<file path="src/rtl/multicycle_control.sv">
// Main control FSM for the multi-cycle RV32I datapath (lw, sw, R-type, beq).
// Memory handshake on req/ready with a timeout watchdog that halts on a stall.
module multicycle_control #(
   parameter int MEM_TIMEOUT = 16
) (
   input  logic       clk,
   input  logic       rst,
   input  logic [6:0] opcode,
   input  logic       zero,
   input  logic       mem_ready,
   output logic       mem_read,
   output logic       mem_write,
   output logic       adr_src,
   output logic       ir_write,
   output logic       pc_write,
   output logic       reg_write,
   output logic [1:0] alu_src_a,
   output logic [1:0] alu_src_b,
   output logic [1:0] alu_op,
   output logic [1:0] result_src,
   output logic       retire,
   output logic       illegal_instr,
   output logic       bus_error,
   output logic [3:0] state_dbg
);

   typedef enum logic [3:0] {
      FETCH    = 4'd0,
      DECODE   = 4'd1,
      MEMADR   = 4'd2,
      MEMREAD  = 4'd3,
      MEMWB    = 4'd4,
      MEMWRITE = 4'd5,
      EXECR    = 4'd6,
      ALUWB    = 4'd7,
      BEQ      = 4'd8,
      HALT     = 4'd9
   } state_t;

   localparam logic [6:0] OP_LW = 7'b0000011;
   localparam logic [6:0] OP_SW = 7'b0100011;
   localparam logic [6:0] OP_R  = 7'b0110011;
   localparam logic [6:0] OP_BR = 7'b1100011;
   localparam logic [7:0] LIMIT = 8'(MEM_TIMEOUT - 1);

   state_t     state;
   state_t     next;
   logic [7:0] cnt;
   logic       waiting;
   logic       timeout;

   assign waiting = (state == FETCH || state == MEMREAD ||
                     state == MEMWRITE) && !mem_ready;
   assign timeout = waiting && (MEM_TIMEOUT != 0) && (cnt == LIMIT);

   always_comb begin
      next = state;
      case (state)
         FETCH:    if (mem_ready) next = DECODE;
         DECODE: begin
            if (opcode == OP_LW || opcode == OP_SW) next = MEMADR;
            else if (opcode == OP_R) next = EXECR;
            else if (opcode == OP_BR) next = BEQ;
            else next = HALT;
         end
         MEMADR:   next = (opcode == OP_LW) ? MEMREAD : MEMWRITE;
         MEMREAD:  if (mem_ready) next = MEMWB;
         MEMWRITE: if (mem_ready) next = FETCH;
         MEMWB:    next = FETCH;
         EXECR:    next = ALUWB;
         ALUWB:    next = FETCH;
         BEQ:      next = FETCH;
         HALT:     next = HALT;
         default:  next = HALT;
      endcase
      if (timeout) next = HALT;
   end

   always_ff @(posedge clk or posedge rst) begin
      if (rst) begin
         state         <= FETCH;
         cnt           <= 8'd0;
         illegal_instr <= 1'b0;
         bus_error     <= 1'b0;
      end else begin
         state <= next;
         if (timeout) bus_error <= 1'b1;
         if (state == DECODE && next == HALT) illegal_instr <= 1'b1;
         // on timeout the counter is left saturated at the limit
         if (timeout) cnt <= cnt;
         else if (next != state) cnt <= 8'd0;
         else if (waiting && cnt != 8'hff) cnt <= cnt + 8'd1;
      end
   end

   logic mr, mw, ir, pw, rw, rt;

   always_comb begin
      mr         = 1'b0;
      mw         = 1'b0;
      ir         = 1'b0;
      pw         = 1'b0;
      rw         = 1'b0;
      rt         = 1'b0;
      adr_src    = 1'b0;
      alu_src_a  = 2'b00;
      alu_src_b  = 2'b00;
      alu_op     = 2'b00;
      result_src = 2'b00;
      case (state)
         FETCH: begin
            mr         = 1'b1;
            alu_src_b  = 2'b10;
            result_src = 2'b10;
            ir         = mem_ready;
            pw         = mem_ready;
         end
         DECODE: begin
            alu_src_a = 2'b01;
            alu_src_b = 2'b01;
         end
         MEMADR: begin
            alu_src_a = 2'b10;
            alu_src_b = 2'b01;
         end
         MEMREAD: begin
            mr      = 1'b1;
            adr_src = 1'b1;
         end
         MEMWB: begin
            rw         = 1'b1;
            result_src = 2'b01;
            rt         = 1'b1;
         end
         MEMWRITE: begin
            mw      = 1'b1;
            adr_src = 1'b1;
            rt      = mem_ready;
         end
         EXECR: begin
            alu_src_a = 2'b10;
            alu_op    = 2'b10;
         end
         ALUWB: begin
            rw = 1'b1;
            rt = 1'b1;
         end
         BEQ: begin
            alu_src_a = 2'b10;
            alu_op    = 2'b01;
            pw        = zero;
            rt        = 1'b1;
         end
         default: ;
      endcase
   end

   // reset lands in FETCH, so strobes must be masked while rst is held
   assign mem_read  = mr & ~rst;
   assign mem_write = mw & ~rst;
   assign ir_write  = ir & ~rst;
   assign pc_write  = pw & ~rst;
   assign reg_write = rw & ~rst;
   assign retire    = rt & ~rst;
   assign state_dbg = state;

endmodule

</file>
<file path="config.mk">
export PLATFORM = sky130hd
export DESIGN_NAME = multicycle_control
export DESIGN_NICKNAME = d
export VERILOG_FILES = /design/src/rtl/multicycle_control.sv
export SDC_FILE = /design/constraint.sdc
export NUM_CORES = 1
export LEC_CHECK = 0
export ABC_AREA = 1
export CAP_MARGIN = 20
export CORE_MARGIN = 2
export CORE_UTILIZATION = 44
export DETAILED_ROUTE_END_ITERATION = 7
export HOLD_SLACK_MARGIN = 0.08
export PLACE_DENSITY = 0.81
export RECOVER_POWER = 100
export SLEW_MARGIN = 10
export SYNTH_ARGS = -nofsm -noshare
export SYNTH_HDL_FRONTEND = slang
export SYNTH_SLANG_ARGS = --single-unit
</file>
<file path="constraint.sdc">
create_clock -name clk -period 1.55 [get_ports clk]
set_input_delay 0.2325 -clock clk [delete_from_list [all_inputs] [get_ports clk]]
set_output_delay 0.2325 -clock clk [all_outputs]
set_load 0.1 [all_outputs]
</file>
; Word-level counts from Yosys, hierarchy flattened
; Cells that the tools add are included.
[op_classes]
add_sub_neg = 1
mul = 0
div_mod_pow = 0
order_cmp = 0
eq_ne = 16
shifts = 0
muxes = 22
bitwise_logic = 8
n_reduce_logical = 17
[ops]
columns = cell, count
row1 = $pmux 4 s7, 1
row2 = $mux 4, 6
row3 = $eq 4x3->1 const B, 4
row4 = $mux 8, 2
row5 = $pmux 2 s2, 4
row6 = $eq 7x6->1 const B, 2
row7 = $add 8x1->8 const B, 1
row8 = $eq 4x2->1 const B, 2
row9 = $eq 4x4->1 const B, 2
row10 = $eq 8x4->1 const B, 1
row11 = $ne 8x8->1 const B, 1
row12 = $reduce_or 2->1, 4
row13 = $eq 7x2->1 const B, 1
row14 = $eq 7x7->1 const B, 1
row15 = $and 1x1->1, 6
row16 = $mux 1, 6
row17 = $reduce_or 3->1, 2
row18 = $eq 4x1->1 const B, 1
row19 = $logic_and 1x1->1, 4
row20 = $logic_not 4->1, 1
row21 = $ne 4x4->1, 1
row22 = $pmux 1 s2, 2
row23 = $logic_or 1x1->1, 3
row24 = $mux 3, 1
row25 = 4 further kinds, 5
[totals]
reg_bits = 14
latchBits = 0
mem_bits_rw = 0
mem_bits_ro = 0
in_bits = 11
output_inout_bits = 21
word_cells = 68
n_memories = 0

; Longest topological paths before layout
[logic_depth]
word_depth = 9
mapped_depth = 15
mapped_depth_nobuf = 15

; Least setup slack after synthesis
; No wires, ideal clock.
[synth_path]
kind = register to output
start = register state[0] (netlist: state_dbg[0])
end = output retire
t_arrival_ns = 4.854
setup_slack_ns = -3.537
path_stages_with_launch = 7
path_buffers = 1
path_cell_list = dfrtp_1 -> buf_6 -> nor2_2 -> nand2_1 -> nor2_1 -> inv_1 -> o21ai_0
[synth_between]
elab_chain_len = 4
[synth_lines]
columns = item, line
row1 = "start, declared", 46  ; state_t state;
row2 = "start signal, assigned", 86  ; state <= next;
row3 = $eq 4x4->1 / $eq 4x3->1 (equally long branches), 110  ; case (state)
row4 = $reduce_or 3->1 (no line), n/a
row5 = $pmux 1 s2 (*), 110
row6 = $and 1x1->1 (*), 164  ; assign retire = rt & ~rst;
row7 = "end, declared", 21  ; output logic retire,
; Every way passes the cells marked *; elsewhere a longest branch is shown, timed or not.

; Worst setup path after layout
[layout_path]
start = register state[0] (netlist: state_dbg[0])
end = register cnt[5]
[layout_between]
elab_chain_len = 9
[layout_lines]
columns = item, line
row1 = "parallel branches: the longest is 9 deep, another holds $pmux 4 s7", n/a
row2 = "end signal, assigned", 90  ; if (timeout) cnt <= cnt;
row3 = "end signal, assigned", 92  ; else if (waiting && cnt != 8'hff) cnt <= cnt + 8'd1;
row4 = "end, declared", 48  ; logic [7:0] cnt;
; Parallel ways; which one is timed is not known.
; A chain may end at the register's enable or synchronous reset.

==> metrics.md <==
| Metric | Value |
|---|---|
| Placer congestion estimate | `approximately 0.96` |
| Fillers | `slightly below 70` |
| Crit. End Element | `flop` |
| Top layer used by detailed routing | `met4` |
| Met3 routed WL | `between 600 and 700 um` |
| Post-synth net total | `191` |
| Failing checks | `setup timing` |
| Outcome | `finished, violations left` |
| Area of the die | `0.00324 mm^2` |
| Critical-path cell list | `xnor2_1, nand2_2, nand2_4, nand2_8, nand4_1, buf_4, nand3_2, nor2_4, buf_4, nand4_1, nand2_1` |
| Fin crit period | `2.15 ns` |
| CP max stage delay | `approximately 0.58 ns` |
| Gr usage total | `30.4%` |
| Maximum vdd drop | `roughly 0.7 mV` |
| Overall power | `roughly 0.72 mW` |
| H-tree depth | `1` |
| Vias post-DR | `between 1500 and 2000` |
| Combinational family with the most area after synthesis | `simple AND/OR/NAND/NOR gates` |
| Leakage | `about 1.3 nW` |
| Area of the multi-input gates | `~0.001 mm^2` |
| Core area | `around 0.0027 mm^2` |
| Post-synth cell types | `26` |
| Sequential cell area | `between 300 and 400 um^2` |
| R2R setup slack | `-0.60 ns` |
| DRT antenna net count | `0` |
| Pin count of the biggest net entering global routing | `15` |
| Vias in the first global route | `1726` |
| CP delay by family, top | `simple AND/OR/NAND/NOR gates` |
| CTS max path bufs | `2` |
| DR iter-0 viols | `between 150 and 200` |
| Tightest Hold Check Type | `reg -> reg` |
| Synthesis-to-layout area growth | `109%` |
| CTS sink count | `14` |
| Post-DP HPWL | `approximately 3600 um` |
| Met2 WL | `around 3400 um` |
| Max-slew violation count | `0` |
| CTS tree | `built` |
| Antenna cells | `0` |
| DRT Wirelength | `a little under 7000 um` |
| I/O Buffers | `31` |
| Synth Register Bits | `14` |
| Clk_lat worst skew | `~0.30 ns` |
| Die extent in y | `approximately 57 um` |
| Multiplexer area fraction after synthesis | `0%` |
| CTS buffer count | `3` |
| Hold Buf Count CTS | `0` |
| Syn Inst Count | `179` |
| Critical Path Start Type | `flop` |
| Critical-path maximum fanout | `8` |
| CP max-delay cell | `dfrtp_4` |
| Max Fclk | `about 460 MHz` |
| Share of cells above drive strength 1 | `around 59%` |
| WP data arrival | `2.40 ns` |
| WP data required | `1.79 ns` |
| # DRC | `0` |
| Register area share after synthesis | `28.4%` |
| GRT Residual Overflow | `0` |
| Worst setup margin | `-0.603 ns` |
| Type of the worst setup path | `reg -> reg` |
| Synthesized area | `around 0.0012 mm^2` |
| Root buffer cell | `clkbuf_4` |
| # setup viols final | `28` |
| Fin crit share | `139%` |
| Initial antenna violation count | `0` |
| Worst slew margin | `46.1%` |
| Chip width | `roughly 57 um` |
| Starting density of the core | `between 40% and 50%` |
| Syn_area_per_cell | `6.89 um^2` |
| # IOs | `32` |
| WP buf/inv | `2` |
| Compound-Gate Fraction of Synth Area | `between 4 and 5%` |
| Clock transition at the registers of the reported paths | `about 0.11 ns` |
| First-pass GRT wire length | `around 7700 um` |
| Vias per cell | `between 6 and 7` |
| # rows | `19` |
| Slew @ Worst Pin | `roughly 0.81 ns` |
| Yosys warns | `0` |
| RSZ-0062 raised after global routing | `true` |
| Post-synthesis xor/xnor area fraction | `under 10%` |
| Skew final | `between 0.015 and 0.02 ns` |
| Max_cap viols | `0` |
| M1 WL | `around 2400 um` |
| Post-synthesis adder-cell area fraction | `~1.0%` |
| Nets | `about 290` |
| Power Density | `about 280 mW/mm^2` |
| Pre-antenna DRT Iters | `5` |
| Fin. Hold Viols | `0` |
| Simple-gate share of the synthesized area | `49.5%` |
| Fin Setup TNS | `-11.00 ns` |
| WL/cell | `about 23 um` |
## where the power goes
part           leakage, nW  switching (mW)  total (mW)  internal, mW
clock network       0.0210           0.140       0.284         0.143
logic                 1.08          0.0419      0.0758        0.0340
registers            0.171               0       0.365         0.365
## Yosys cell counts
| cell | n | area share [%] |
|---|---|---|
| xor2_1 | 6 | 4.3 |
| nand3_1 | 14 | 5.7 |
| xnor2_1 | 1 | 0.71 |
| inv_1 | 29 | 8.8 |
| nor2_2 | 4 | 2.0 |
| nor2_1 | 15 | 4.6 |
| ha_1 | 1 | 1.0 |
| nand3_2 | 3 | 2.4 |
| clkinv_1 | 1 | 0.30 |
| nand3_4 | 1 | 1.4 |
| a21oi_1 | 4 | 1.6 |
| a21boi_2 | 1 | 0.91 |
| nand2_2 | 6 | 3.0 |
| nor3_1 | 2 | 0.81 |
| nor2_4 | 4 | 3.7 |
| nand2_4 | 4 | 3.7 |
| buf_2 | 1 | 0.41 |
| nand2_1 | 47 | 14 |
| o21ai_2 | 2 | 1.4 |
| dfrtp_1 | 14 | 28 |
| nand2_8 | 1 | 1.6 |
| nand4_1 | 10 | 5.1 |
| nand3b_1 | 2 | 1.2 |
| inv_2 | 3 | 0.91 |
| buf_6 | 1 | 0.91 |
| o21ai_0 | 2 | 0.81 |
## registers in the layout, summed over array words and instances (netlist names)
name	count
cnt	8
state_dbg	4
bus_error	1
illegal_instr	1
## worst min-delay path, stage by stage, from the launching register on
cell and delay [ns]:
dfrtp_1 0.37, inv_1 0.04, nand2_1 0.06
## layout make-up
cell class	count	area share [%]
multi-input combinational	130	38.9
timing repair buffer	93	38.6
sequential	14	14.2
inverter	33	5.35
tap	31	1.51
clock buffer	4	1.41
## what timing repair did
| action | CTS | global route |
|---|---|---|
| pin swaps | 7 | 18 |
| setup buffers | 1 | 12 |
| setup endpoints to repair | 23 | 24 |
| resized for setup | 11 | 33 |
## per-stage QoR
step                utilization, %  instances  worst slack [ns]  area [um^2]  hold slack (ns)
CTS                           89.0        296            -0.391         2410            0.342
detailed placement            86.0        291            -0.550         2330            0.476
global route                  94.9        305            -0.634         2570            0.537
global placement              86.0        291            -0.343         2330            0.462
finish                        94.9        305            -0.603         2570            0.501
floorplan                        -        179            -0.923         1400            0.130
## kinds of logic (layout without fill, tap and decap cells)
group           after synthesis  after routing
fa+ha+maj                     1              1
compound gates                9              9
xor+xnor                      7              7
buf+inv                      35            130
simple gates                113            113
flops                        14             14
## placed cells by master, fill, tap and decap left out, drive strengths merged
| cell type | count |
|---|---|
| xnor2 | 1 |
| a21boi | 1 |
| nor2 | 23 |
| xor2 | 6 |
| dlygate4sd3 | 1 |
| nand3 | 18 |
| inv | 32 |
| ha | 1 |
| a21oi | 4 |
| clkinvlp | 1 |
| dfrtp | 14 |
| nand3b | 2 |
| o21ai | 4 |
| clkdlybuf4s50 | 9 |
| clkbuf | 7 |
| buf | 80 |
| nand4 | 10 |
| nor3 | 2 |
| nand2 | 58 |
## final timing paths
kind / cells after the start / to / startpoint
max: 11 / cnt[5] / state_dbg[0]
min: 2 / bus_error / bus_error
max reg2reg: 11 / cnt[5] / state_dbg[0]
min reg2reg: 2 / bus_error / bus_error
max in group asynchronous: 3 / state_dbg[1] / rst
min in group asynchronous: 3 / cnt[7] / rst
## per-layer routing
metal,vias to the layer above,GRT usage (%)
li1,753,-
met1,870,31.9
met2,196,56.2
met3,64,6.12
met4,0,16.6
met5,-,0
(Power assumes the default switching activity.)
